### config.mk
export PLATFORM = sky130hd
export DESIGN_NAME = sysarr_host_sequencer
export DESIGN_NICKNAME = d
export VERILOG_FILES = /design/src/rtl/sysarr_host_sequencer.sv
export SDC_FILE = /design/constraint.sdc
export NUM_CORES = 1
export LEC_CHECK = 0
export ABC_CLOCK_PERIOD_IN_PS = 2700
export BUFFER_PORTS_ARGS = -buffer_cell sky130_fd_sc_hd__buf_2
export CORE_UTILIZATION = 26
export CTS_CLUSTER_DIAMETER = 100
export CTS_CLUSTER_SIZE = 12
export DETAILED_ROUTE_END_ITERATION = 6
export GPL_TIMING_DRIVEN = 0
export PLACE_DENSITY = 0.52
export SLEW_MARGIN = 20
export SYNTH_ARGS = -nofsm -noshare
export SYNTH_HDL_FRONTEND = slang
export SYNTH_SLANG_ARGS = --single-unit
### constraint.sdc
create_clock -name clk -period 2.7 [get_ports clk]
set_input_delay 0.405 -clock clk [delete_from_list [all_inputs] [get_ports clk]]
set_output_delay 0.405 -clock clk [all_outputs]
set_load 0.01 [all_outputs]
### src/rtl/sysarr_host_sequencer.sv
// Host-side driver for the 8x8 bit-serial systolic array: holds operands, feeds the
// skewed in1/in2 byte stream, then shifts the result rows out into a local file.
module sysarr_host_sequencer #(
    parameter int N = 8
) (
    input  logic         clk,
    input  logic         reset,
    input  logic         wr_en,
    input  logic         wr_sel,
    input  logic [2:0]   wr_addr,
    input  logic [N-1:0] wr_data,
    input  logic         start,
    input  logic         mode_xor,
    output logic         busy,
    output logic         done,
    input  logic [2:0]   rd_addr,
    output logic [N-1:0] rd_data,
    output logic [7:0]   arr_data,
    output logic [7:0]   arr_ctl,
    input  logic [7:0]   arr_result
);
    localparam int SW = 5;
    localparam logic [SW-1:0] S_LAST = SW'(3*N-2);
    localparam logic [3:0]    R_LAST = 4'(N);

    typedef enum logic [2:0] {IDLE, FEED_A, FEED_B, READ, DONE} state_t;

    state_t        state, state_nx;
    logic [SW-1:0] s;
    logic [3:0]    r;
    logic          mode_q;
    logic [N-1:0]  p_mem [N];
    logic [N-1:0]  q_mem [N];
    logic [N-1:0]  res   [N];

    always_ff @(posedge clk) begin
        if (reset) begin
            state  <= IDLE;
            s      <= '0;
            r      <= '0;
            mode_q <= 1'b0;
            for (int k = 0; k < N; k++) begin
                p_mem[k] <= '0;
                q_mem[k] <= '0;
                res[k]   <= '0;
            end
        end else begin
            state <= state_nx;
            case (state)
                IDLE: begin
                    if (wr_en) begin
                        if (wr_sel) q_mem[wr_addr] <= wr_data;
                        else        p_mem[wr_addr] <= wr_data;
                    end
                    if (start) begin
                        mode_q <= mode_xor;
                        s      <= '0;
                    end
                end
                FEED_B: begin
                    if (s == S_LAST) r <= '0;
                    else             s <= s + 1'b1;
                end
                READ: begin
                    // Rows leave the array last-row-first, one per readout cycle.
                    if (r != 4'd0) res[3'(R_LAST - r)] <= arr_result[N-1:0];
                    r <= r + 1'b1;
                end
                DONE: begin
                    s <= '0;
                    r <= '0;
                end
                default: ;
            endcase
        end
    end

    always_comb begin
        state_nx = state;
        case (state)
            IDLE:    if (start) state_nx = FEED_A;
            FEED_A:  state_nx = FEED_B;
            FEED_B:  state_nx = (s == S_LAST) ? READ : FEED_A;
            READ:    if (r == R_LAST) state_nx = DONE;
            DONE:    state_nx = IDLE;
            default: state_nx = IDLE;
        endcase
    end

    // Skewed feed: lane j carries operand word s-j, so every cell sees matching k.
    logic [SW-1:0] d;
    always_comb begin
        arr_data = 8'h00;
        d        = '0;
        for (int j = 0; j < N; j++) begin
            d = s - SW'(j);
            if (s >= SW'(j) && d < SW'(N)) begin
                if (state == FEED_A) arr_data[j] = p_mem[d[2:0]][j];
                if (state == FEED_B) arr_data[j] = q_mem[d[2:0]][j];
            end
        end
    end

    logic readout, usexor;
    assign readout = (state == IDLE) || (state == READ) || (state == DONE);
    assign usexor  = (state != IDLE) && mode_q;
    assign arr_ctl = {2'b00, 3'b000, usexor, readout, 1'b0};

    assign busy    = (state != IDLE);
    assign done    = (state == DONE);
    assign rd_data = res[rd_addr];
endmodule

# ---- Word-level counts from Yosys, hierarchy flattened
# Memory sizes are Yosys's and may differ from the RTL's. A register that Yosys moved wholly into a read port is not among the register bits.
# Index checks and enable logic that the tools add are counted.
dict set report classes {
  muxes 62
  magnitude_cmp 16
  n_reduce_logical 23
  addsub 10
  eq_ne 10
}
# cell count
set op_table {}
lappend op_table {{1-bit two-way mux} 43}
lappend op_table {{5-bit by 4-bit less-than comparator with 1-bit output (second input constant)} 8}
lappend op_table {{3-bit two-way mux} 9}
lappend op_table {{8-bit two-way mux} 3}
lappend op_table {{8-bit OR reduction} 3}
lappend op_table {{5-bit by 3-bit greater-or-equal comparator with 1-bit output (second input constant)} 4}
lappend op_table {{5-bit by 3-bit subtractor with 5-bit output (second input constant)} 4}
lappend op_table {{5-bit case mux with 3 select lines} 1}
lappend op_table {{3-bit case mux with 4 select lines} 1}
lappend op_table {{4-bit case mux with 3 select lines} 1}
lappend op_table {{5-bit by 1-bit greater-or-equal comparator with 1-bit output (second input constant)} 2}
lappend op_table {{5-bit by 2-bit greater-or-equal comparator with 1-bit output (second input constant)} 2}
lappend op_table {{5-bit two-way mux} 2}
lappend op_table {{5-bit by 2-bit subtractor with 5-bit output (second input constant)} 2}
lappend op_table {{1-bit logical AND} 9}
lappend op_table {{3-bit nonzero test} 3}
lappend op_table {{2-bit inequality test (second input constant)} 4}
lappend op_table {{3-bit by 2-bit equality test with 1-bit output (second input constant)} 2}
lappend op_table {{2-bit AND reduction} 3}
lappend op_table {{5-bit by 1-bit adder with 5-bit output (second input constant)} 1}
lappend op_table {{5-bit equality test (second input constant)} 1}
lappend op_table {{5-bit by 1-bit subtractor with 5-bit output (second input constant)} 1}
lappend op_table {{4-bit by 1-bit adder with 4-bit output (second input constant)} 1}
lappend op_table {{4-bit equality test (second input constant)} 1}
lappend op_table {{other kinds (9)} 10}
dict set report word_totals {
  ramBits 192
  input_bits 28
  n_memories 3
  out_inout_bits 26
  register_bits 13
}
# name depth width read_ports rd_ports_with_merged_regs wr line_no
set memory_table {}
lappend memory_table {p_mem 8 8 8 1 8 32} ;# logic [N-1:0] p_mem [N];
lappend memory_table {q_mem 8 8 8 1 8 33} ;# logic [N-1:0] q_mem [N];
lappend memory_table {res 8 8 1 0 8 34} ;# logic [N-1:0] res [N];

# ---- Depth between registers and ports, before layout
# Gate-level depths: netlist of run 1.
dict set report logic_depth {
  word_depth 7
  ltp_mapped 9
}

# ---- Worst setup path before layout of run 1
# No wires, ideal clock.
dict set report synth_path {
  kind {register to output}
  start {register s[0]}
  end {output arr_data[1]}
  arrival_time_ns 2.364
  stages_incl_launch_ff 9
  slack_ns -0.069
  path_buffers 1
  required_ns 2.295
  cell_sequence {dfxtp_1 -> buf_2 -> inv_4 -> ha_1 -> xor2_2 -> mux4_1 -> mux2i_1 -> o22ai_1 -> and3_1}
}
dict set report synth_via {
  elab_chain_len 5
  elab_cells_between_ends 9
  cone_classes {add/sub: 1; order compare: 2; mux: 3; reduce/logical: 1; memory: 2}
}
# item line_no
set synth_rtl {}
lappend synth_rtl {{start, declared} 29} ;# logic [SW-1:0] s;
lappend synth_rtl {{start signal, assigned} 62} ;# else s <= s + 1'b1;
lappend synth_rtl {{5-bit by 1-bit subtractor with 5-bit output} 96} ;# d = s - SW'(j);
lappend synth_rtl {{memory 8 x 8 bit} --}
lappend synth_rtl {{1-bit two-way mux} 98} ;# if (state == FEED_A) arr_data[j] = p_mem[d[2:0]][j];
lappend synth_rtl {{1-bit two-way mux} 99} ;# if (state == FEED_B) arr_data[j] = q_mem[d[2:0]][j];
lappend synth_rtl {{1-bit two-way mux *} 97} ;# if (s >= SW'(j) && d < SW'(N)) begin
lappend synth_rtl {{end, declared} 18} ;# output logic [7:0] arr_data,
# Every way passes the cells marked *; elsewhere a longest branch is shown, timed or not.

# ---- Final worst setup path of run 1
dict set report layout_path {
  start {register s[1]}
  end {output arr_data[1]}
}
# Same word-level chain as after synthesis.

==> flow_summary.ini, run 1 <==
[final_layout]
drive_above_1_share_pct = 27.8
final_nets = 853
area_growth_pct = 19.9
postLayoutCoreUtil_pct = 32.0
nFillCells = 3818
stdcell_count = 1329

[sta]
slew_headroom_pct = 52.2
hold_viol_final = 0
max_freq_mhz = 324
finClkSkew_ns = 0.0129
tightestPinTransition_ns = 0.714
min_period_over_period_pct = 114
tns_ns = -1.93
min_period_ns = 3.09
slew_violations = 0
rsz0062_at_grt = yes
worst_slack_ns = -0.386
timing.hold.ws_ns = 0.188
setup_viol = 7

[worst_hold_path]
min_to = mode_q
hp-class = in2reg
hold_depth = 3
hold_start = mode_xor

[detailed_routing]
top_layer = met4
met1Wirelength_mm = 12.0
drc = 0
vias_per_cell = 4.42
ant_nets = 0
dr.first_iter.drc_count = 332
wl_met2_mm = 11.6
wl_per_cell_um = 19.1
wl_mm = 25.4
wl_met3_um = 990
vias = 5872
first_pass_iters = 5

[clock_network]
cts_buffer_depth = 3
clkTransAtPathRegs_ns = 0.07
cts_tree = done
ctsRootBufferMaster = clkbuf_16
cts_sinks = 208
ctsHoldBuffers = 0
cts_htree_levels = 1
cts_buffers = 21
clock_latency_ns = 0.51

[synth]
synth_compound_area_share_pct = 3.05
synth_top_area_share_pct = 56.9
syn_area_per_cell_um2 = 14.0
yosys_warnings = 0
synthArstFlopShare_pct = 0
synth-seq-area-share_pct = 60.0
yosysTopAreaCell = edfxtp_1
ys_seq_elements = 208
synthAdderAreaFrac_pct = 1.85
synth_xor_area_share_pct = 0.926
synth_top_family_by_area = simple AND/OR/NAND/NOR gates
synth-simple-area-share_pct = 18.7
synth.top_cells.by_count = and2_1 (193), edfxtp_1 (192), mux4_2 (42), nor2_1 (33), or2_1 (26)
synthCells = 723
ys_types = 55
synth_edf_count = 192
synth-main-ff-cell = edfxtp_1
synth_area_leaders = edfxtp_1 (57%), and2_1 (12%), mux4_2 (9.3%)
syn_area_um2 = 10100
synth_mux_area_share_pct = 13.0
yosysMostFrequentCell = and2_1

[grt]
grt_pass1_wl_mm = 38.2
grt_pass1_vias = 5929
grt.overflow.total = 0
antenna_found_initial = 0
track_usage_pct = 13.0
grt_start_max_net_pins = 14

[power]
pwr-share-seq_pct = 53.5
intPower_mw = 5.26
p_sw_share_pct = 22.9
netSwitchingPower_mw = 1.56
comb_power_share_pct = 8.1
clkPwrFrac_pct = 38.4
vdd_drop_max_mv = 0.333
p_per_area_nw_per_um2 = 562
p_leak_nw = 4.40

[floorplan]
core-area_um2 = 38000
start_util_pct = 26.7
die_y_um = 199
ios = 54
die_x_um = 199
die-area_um2 = 39800
rows = 71

[status]
status = finished with violations
violations = setup timing

[placement]
gp_congestion = 0.798
dp_hpwl_mm = 17.4
io_buffers = 44
dpl.cell_count = 1283

[critical_path]
crit_type = reg2out
worst-path-max-fanout = 4
cp-end-kind = primary output
cp-start-kind = flip-flop
crit_required_ns = 2.30
cpPeakStageDelay_ns = 0.56
rr_startpoint = state[2]
path_cells = clkinvlp_4 > ha_4 > xor2_4 > mux4_2 > mux2i_2 > o22ai_1 > and3_1 > buf_2
r2r_cells = 6
r2r-end = q_mem[5][2]
r2r_slack_ns = 0.19
worst_path_max_delay_cell = mux4_2
worstPathArrival_ns = 2.68

[job]
cap_viol_max_count = 0
cells by family (layout without fill, tap and decap cells):
group	after synthesis	count (layout)
buf+inv	51	140
xor+xnor	9	9
flops	208	208
compound gates	49	49
mux	72	72
simple gates	318	318
fa+ha+maj	15	15
other cells	1	7
layout make-up:
cell class | instances | area, µm² | area share (%)
sequential | 208 | 6100 | 50.2
multi-input combinational | 469 | 4130 | 34.0
tap | 511 | 639 | 5.26
clock buffer | 27 | 548 | 4.51
timing repair buffer | 61 | 395 | 3.25
buffer | 38 | 255 | 2.10
inverter | 11 | 61.3 | 0.504
clock inverter | 3 | 21.3 | 0.175
antenna | 1 | 2.50 | 0.0206
worst max-delay path by stage:
stage,start,end,cells past startpoint
detailed placement,s[1],arr_data[3],8
CTS,s[1],arr_data[3],7
floorplan,s[1],arr_data[3],7
finish,s[1],arr_data[1],8
global placement,s[1],arr_data[3],8
global route,s[1],arr_data[1],8
metal layers:
metal,vias to the layer above,global-route usage (%)
met1,2906,18.3
met4,0,4.18
met2,118,20.5
li1,2807,-
met5,-,0
met3,41,2.01
registers in the layout, indices dropped and copies added, names as in the netlist, named ones only:
signal	flops
s	5
mode_q	1
r	4
p_mem	64
res	64
state	3
q_mem	64
placed cells by master (no fill, tap or decap), types with 7 or more instances in the layout:
| master | Yosys | routed |
|---|---|---|
| and2_1 | 193 | 193 |
| edfxtp_1 | 192 | 192 |
| mux4_2 | 42 | 44 |
| buf_2 | 7 | 44 |
| buf_4 | 9 | 22 |
| clkbuf_16 | 0 | 22 |
| clkbuf_1 | 21 | 21 |
| nor2_1 | 33 | 18 |
| nand2_1 | 17 | 17 |
| a21oi_1 | 19 | 17 |
| or2_4 | 0 | 16 |
| nor2_2 | 0 | 13 |
| dfxtp_1 | 16 | 12 |
| mux2i_1 | 17 | 11 |
| ha_1 | 15 | 11 |
| or2_1 | 26 | 9 |
| mux2_2 | 8 | 8 |
| nor3_4 | 0 | 8 |
| buf_6 | 0 | 7 |
| nor3_1 | 9 | 7 |
through the flow:
| step | instance area [µm²] | power [mW] | setup WS, ns |
|---|---|---|---|
| CTS | 12100 | 6.87 | -0.407 |
| detailed placement | 11000 | 4.21 | -0.920 |
| floorplan | 10200 | 4.01 | 0.0933 |
| global placement | 11000 | 4.21 | -0.938 |
| finish | 12200 | 6.83 | -0.386 |
| global route | 12200 | 7.05 | -0.479 |
power groups by stage:
stage	clock network [mW]	logic, mW	registers [mW]
floorplan	0	0.301	3.71
global placement	0	0.488	3.72
detailed placement	0	0.492	3.72
CTS	2.67	0.551	3.65
global route	2.79	0.601	3.66
finish	2.62	0.556	3.65
critical path, delay by kind of cell, from the launching register on:
| family | cells | cell delay (ns) |
|---|---|---|
| fa+ha+maj | 1 | 0.21 |
| flops | 1 | 0.39 |
| mux | 2 | 0.78 |
| simple gates | 1 | 0.17 |
| buf+inv | 2 | 0.31 |
| xor+xnor | 1 | 0.22 |
| compound gates | 1 | 0.11 |
what timing repair did:
item	4_1_cts	5_1_grt
pin swaps	6	4
setup endpoints to repair	201	176
setup buffers	15	4
resized for setup	97	14
(Power assumes the default switching activity.)
==> run 2: changes to the inputs <==
--- a/config.mk
+++ b/config.mk
@@ -12,7 +12,6 @@
 export CTS_CLUSTER_SIZE = 12
 export DETAILED_ROUTE_END_ITERATION = 6
 export GPL_TIMING_DRIVEN = 0
-export PLACE_DENSITY = 0.52
 export SLEW_MARGIN = 20
 export SYNTH_ARGS = -nofsm -noshare
 export SYNTH_HDL_FRONTEND = slang
==> flow_summary.ini, run 2 (synthesis results as in run 1) <==
[grt]
antenna_found_initial = 3
grt.overflow.total = 0
grt_start_max_net_pins = 14
track_usage_pct = 12.3
grt_pass1_vias = 5947
grt_pass1_wl_mm = 36.6

[clock_network]
clock_latency_ns = 0.50
cts_buffers = 21
clkTransAtPathRegs_ns = 0.06
cts_tree = done
cts_sinks = 208
cts_htree_levels = 1
ctsRootBufferMaster = clkbuf_16
cts_buffer_depth = 3

[power]
vdd_drop_max_mv = 0.414
p_leak_nw = 4.40
p_per_area_nw_per_um2 = 565

[sta]
tns_ns = -1.70
timing.hold.ws_ns = 0.157
rsz0062_at_grt = yes
slew_violations = 0
tightestPinTransition_ns = 0.685
setup_viol = 7
finClkSkew_ns = 0.0159
hold_viol_final = 0
worst_slack_ns = -0.352
slew_headroom_pct = 54.2
max_freq_mhz = 328
min_period_ns = 3.05
min_period_over_period_pct = 113

[final_layout]
drive_above_1_share_pct = 26.7
nFillCells = 3803
mostFrequentLayoutCell = and2_1
reg_top3 = p_mem: 64 flops, q_mem: 64 flops, res: 64 flops
postLayoutCoreUtil_pct = 31.8
stdcell_count = 1335
final_nets = 852
final_cell_mix = and2_1 (193), edfxtp_1 (192), buf_2 (46)
area_growth_pct = 19.5

[critical_path]
cp-start-kind = flip-flop
crit_type = reg2out
worst_path_max_delay_cell = dfxtp_4
path_common_cell = buf_12
worstPathArrival_ns = 2.65
cp-end-kind = primary output
cpPeakStageDelay_ns = 0.39
cp_num_buf_inv = 5
path_cells = buf_12 > inv_12 > ha_1 > buf_8 > buf_12 > mux4_2 > mux2i_4 > o22ai_1 > and3_1 > buf_2
crit_required_ns = 2.30
worst-path-max-fanout = 10
critPathTopFamily = buffers and inverters

[placement]
dp_hpwl_mm = 17.0
gp_congestion = 0.816
io_buffers = 44
dpl.cell_count = 1283

[job]
cap_viol_max_count = 0

[worst_hold_path]
hp-class = in2reg

[floorplan]
start_util_pct = 26.7
die-area_um2 = 39800
die_x_um = 199
rows = 71
die_y_um = 199
core-area_um2 = 38000
ios = 54

[detailed_routing]
ant_nets = 0
dr.first_iter.drc_count = 319
vias = 5940
first_pass_iters = 4
wl_mm = 24.3
vias_per_cell = 4.45
drc = 0
wl_per_cell_um = 18.2

[status]
violations = setup timing
status = finished with violations
## run 2: changes by cell type in the layout (fill, tap and decap cells not counted), sizes merged
cell and change:
clkinv -2, clkbuf +7, buf +1
## run 2: worst paths after layout
path,startpoint,end,slack (ns),cells past startpoint
worst max-delay path,s[0],arr_data[3],-0.35,10
worst max register to register,state[2],q_mem[0][0],0.23,8
worst min register to register,mode_q,mode_q,0.45,2
worst min-delay path,mode_xor,mode_q,0.16,3
## run 2: report_power, final
group          internal, mW  leakage [nW]  switching (mW)
combinational         0.226          1.99           0.318
clock                  1.46         0.281            1.18
sequential             3.62          2.13          0.0356
total                  5.30          4.40            1.54
## run 2: tightest hold or removal path: stages
cell	delay, ns
buf_2	0.10
nand3_1	0.05
a21oi_1	0.05
## run 2: stage by stage
stage | power, mW | setup WS [ns] | area, µm²
3_5_place_dp | 4.21 | -0.874 | 11000
6_report | 6.84 | -0.352 | 12100
2_1_floorplan | 4.01 | 0.0933 | 10200
4_1_cts | 6.87 | -0.360 | 12000
3_3_place_gp | 4.19 | -0.870 | 11000
5_1_grt | 7.05 | -0.446 | 12100
## run 2: timing repair
item,in CTS,in global routing
endpoints found under the setup margin,167,207
gates resized for setup,70,35
pin swaps,2,4
buffers inserted,13,5
hold buffers,0,0
## run 2: layer usage
layer / vias up / share of wire (%) / GRT usage [%]
met5: - / 0.10 / 0
met1: 2952 / 44 / 16.1
met2: 140 / 48 / 20.6
met4: 4 / 2.5 / 3.68
li1: 2809 / - / -
met3: 35 / 5.6 / 2.36
## run 2: layout make-up
| cell class | instances | area, µm² | area share (%) |
|---|---|---|---|
| multi-input cells | 469 | 4100 | 33.9 |
| clock buffers | 36 | 582 | 4.81 |
| flip-flops and latches | 208 | 6100 | 50.4 |
| plain buffers | 38 | 245 | 2.03 |
| clock inverters | 1 | 8.76 | 0.0723 |
| well taps | 511 | 639 | 5.28 |
| inverters | 11 | 61.3 | 0.506 |
| repair buffers | 60 | 368 | 3.04 |
| diodes | 1 | 2.50 | 0.0207 |
==> run 3: changes to the inputs <==
--- a/config.mk
+++ b/config.mk
@@ -7,11 +7,14 @@
 export LEC_CHECK = 0
 export ABC_CLOCK_PERIOD_IN_PS = 2700
 export BUFFER_PORTS_ARGS = -buffer_cell sky130_fd_sc_hd__buf_2
+export CELL_PAD_IN_SITES_DETAIL_PLACEMENT = 2
+export CELL_PAD_IN_SITES_GLOBAL_PLACEMENT = 2
 export CORE_UTILIZATION = 26
 export CTS_CLUSTER_DIAMETER = 100
 export CTS_CLUSTER_SIZE = 12
 export DETAILED_ROUTE_END_ITERATION = 6
 export GPL_TIMING_DRIVEN = 0
+export PLACE_DENSITY_LB_ADDON = 0.1
 export SLEW_MARGIN = 20
 export SYNTH_ARGS = -nofsm -noshare
 export SYNTH_HDL_FRONTEND = slang
==> flow_summary.ini, run 3 (synthesis results as in run 1) <==
[placement]
placed_area_um2 = 11000
io_buffers = 44
gp_congestion = 0.755
dp_hpwl_mm = 22.0

[sta]
slew_violations = 0
timing.hold.ws_ns = 0.178
rsz0062_at_grt = yes
finClkSkew_ns = 0.00874
setup_viol = 7
slew_headroom_pct = 56.5
worst_slack_ns = -0.384
hold_viol_final = 0
min_period_over_period_pct = 114
tns_ns = -1.79
tightestPinTransition_ns = 0.652
min_period_ns = 3.08
max_freq_mhz = 324

[floorplan]
ios = 54
core-area_um2 = 38000
rows = 71
start_util_pct = 26.7
die-area_um2 = 39800
die_y_um = 199
die_x_um = 199

[critical_path]
r2r_cells = 5
cp-start-kind = flip-flop
critPathLaunch = s[1]
cp-end-kind = primary output
crit_type = reg2out
worst-path-max-fanout = 4
crit_required_ns = 2.30
rr_startpoint = state[2]
worstPathArrival_ns = 2.68

[clock_network]
ctsRootBufferMaster = clkbuf_16
cts_buffers = 21
clock_latency_ns = 0.51
clkTransAtPathRegs_ns = 0.06
cts_sinks = 208
cts_htree_levels = 1
cts_tree = done
ctsHoldBuffers = 0
cts_buffer_depth = 3

[worst_hold_path]
hp-class = in2reg
hold_start = mode_xor
hold_depth = 3

[final_layout]
drive_above_1_share_pct = 30.7
final_nets = 867
mostFrequentLayoutCell = and2_1
area_growth_pct = 22.4
reg_top3 = p_mem: 64 flops, q_mem: 64 flops, res: 64 flops
antennaDiodeCount = 0
final_cell_mix = and2_1 (193), edfxtp_1 (192), mux4_2 (45)
final_area_um2 = 12400

[power]
vdd_drop_max_mv = 0.309
p_per_area_nw_per_um2 = 571
p_leak_nw = 4.53

[detailed_routing]
wl_mm = 31.2
drc = 0
wl_per_cell_um = 23.2
ant_nets = 0
vias_per_cell = 4.60
first_pass_iters = 6
dr.first_iter.drc_count = 248
vias = 6201

[job]
cap_viol_max_count = 0

[grt]
track_usage_pct = 16.3
grt_start_max_net_pins = 14
grt_pass1_vias = 7082
grt.overflow.total = 0
grt_pass1_wl_mm = 46.7
antenna_found_initial = 0

[status]
status = finished with violations
violations = setup timing
-- run 3: through the flow --
step	setup slack [ns]	cells	total power, mW	utilization (%)
3_3_place_gp	-0.890	1283	4.22	29.0
2_1_floorplan	0.0933	728	4.01	-
3_5_place_dp	-0.891	1283	4.24	29.0
4_1_cts	-0.398	1340	7.18	32.2
6_report	-0.384	1349	7.09	32.6
5_1_grt	-0.477	1349	7.35	32.6
-- run 3: cell type report --
cell class	instances	area, µm²
plain buffers	38	268
multi-input cells	469	4180
clock buffers	36	602
clock inverters	1	30.0
repair buffers	75	527
well taps	511	639
flip-flops and latches	208	6100
inverters	11	61.3
fillers	4003	25600
-- run 3: timing repair --
action                                  4_1_cts  5_1_grt
cloned                                        0        1
hold endpoints to repair                      0        0
setup buffers                                22        9
endpoints found under the setup margin      213      176
gates resized for setup                     116       34
pin swaps                                     9        8
-- run 3: report_power, final --
group	leakage [nW]	total [mW]	switching [mW]	internal, mW
registers	2.13	3.65	0.0368	3.62
clock network	0.303	2.85	1.25	1.60
logic	2.10	0.591	0.349	0.242
-- run 3: worst paths after layout --
| check | endpoint | slack, ns |
|---|---|---|
| max reg2reg | p_mem[5][7] | 0.19 |
| min | mode_q | 0.18 |
| max | arr_data[1] | -0.38 |
| min reg2reg | mode_q | 0.46 |
-- run 3: worst max-delay path, stage by stage, from the launching register on --
cell,delay [ns]
dfxtp_4,0.39
clkinvlp_4,0.14
ha_4,0.20
xor2_4,0.26
mux4_2,0.58
mux2i_4,0.19
o22ai_1,0.10
and3_1,0.17
buf_2,0.14
-- run 3: metal layers --
layer / track usage [%] / part of all wire (%) / up-vias
met5: 0 / 0 / -
met4: 3.48 / 1.9 / 0
met3: 1.86 / 2.4 / 34
met2: 28.6 / 50 / 70
met1: 21.5 / 46 / 3261
li1: - / - / 2836
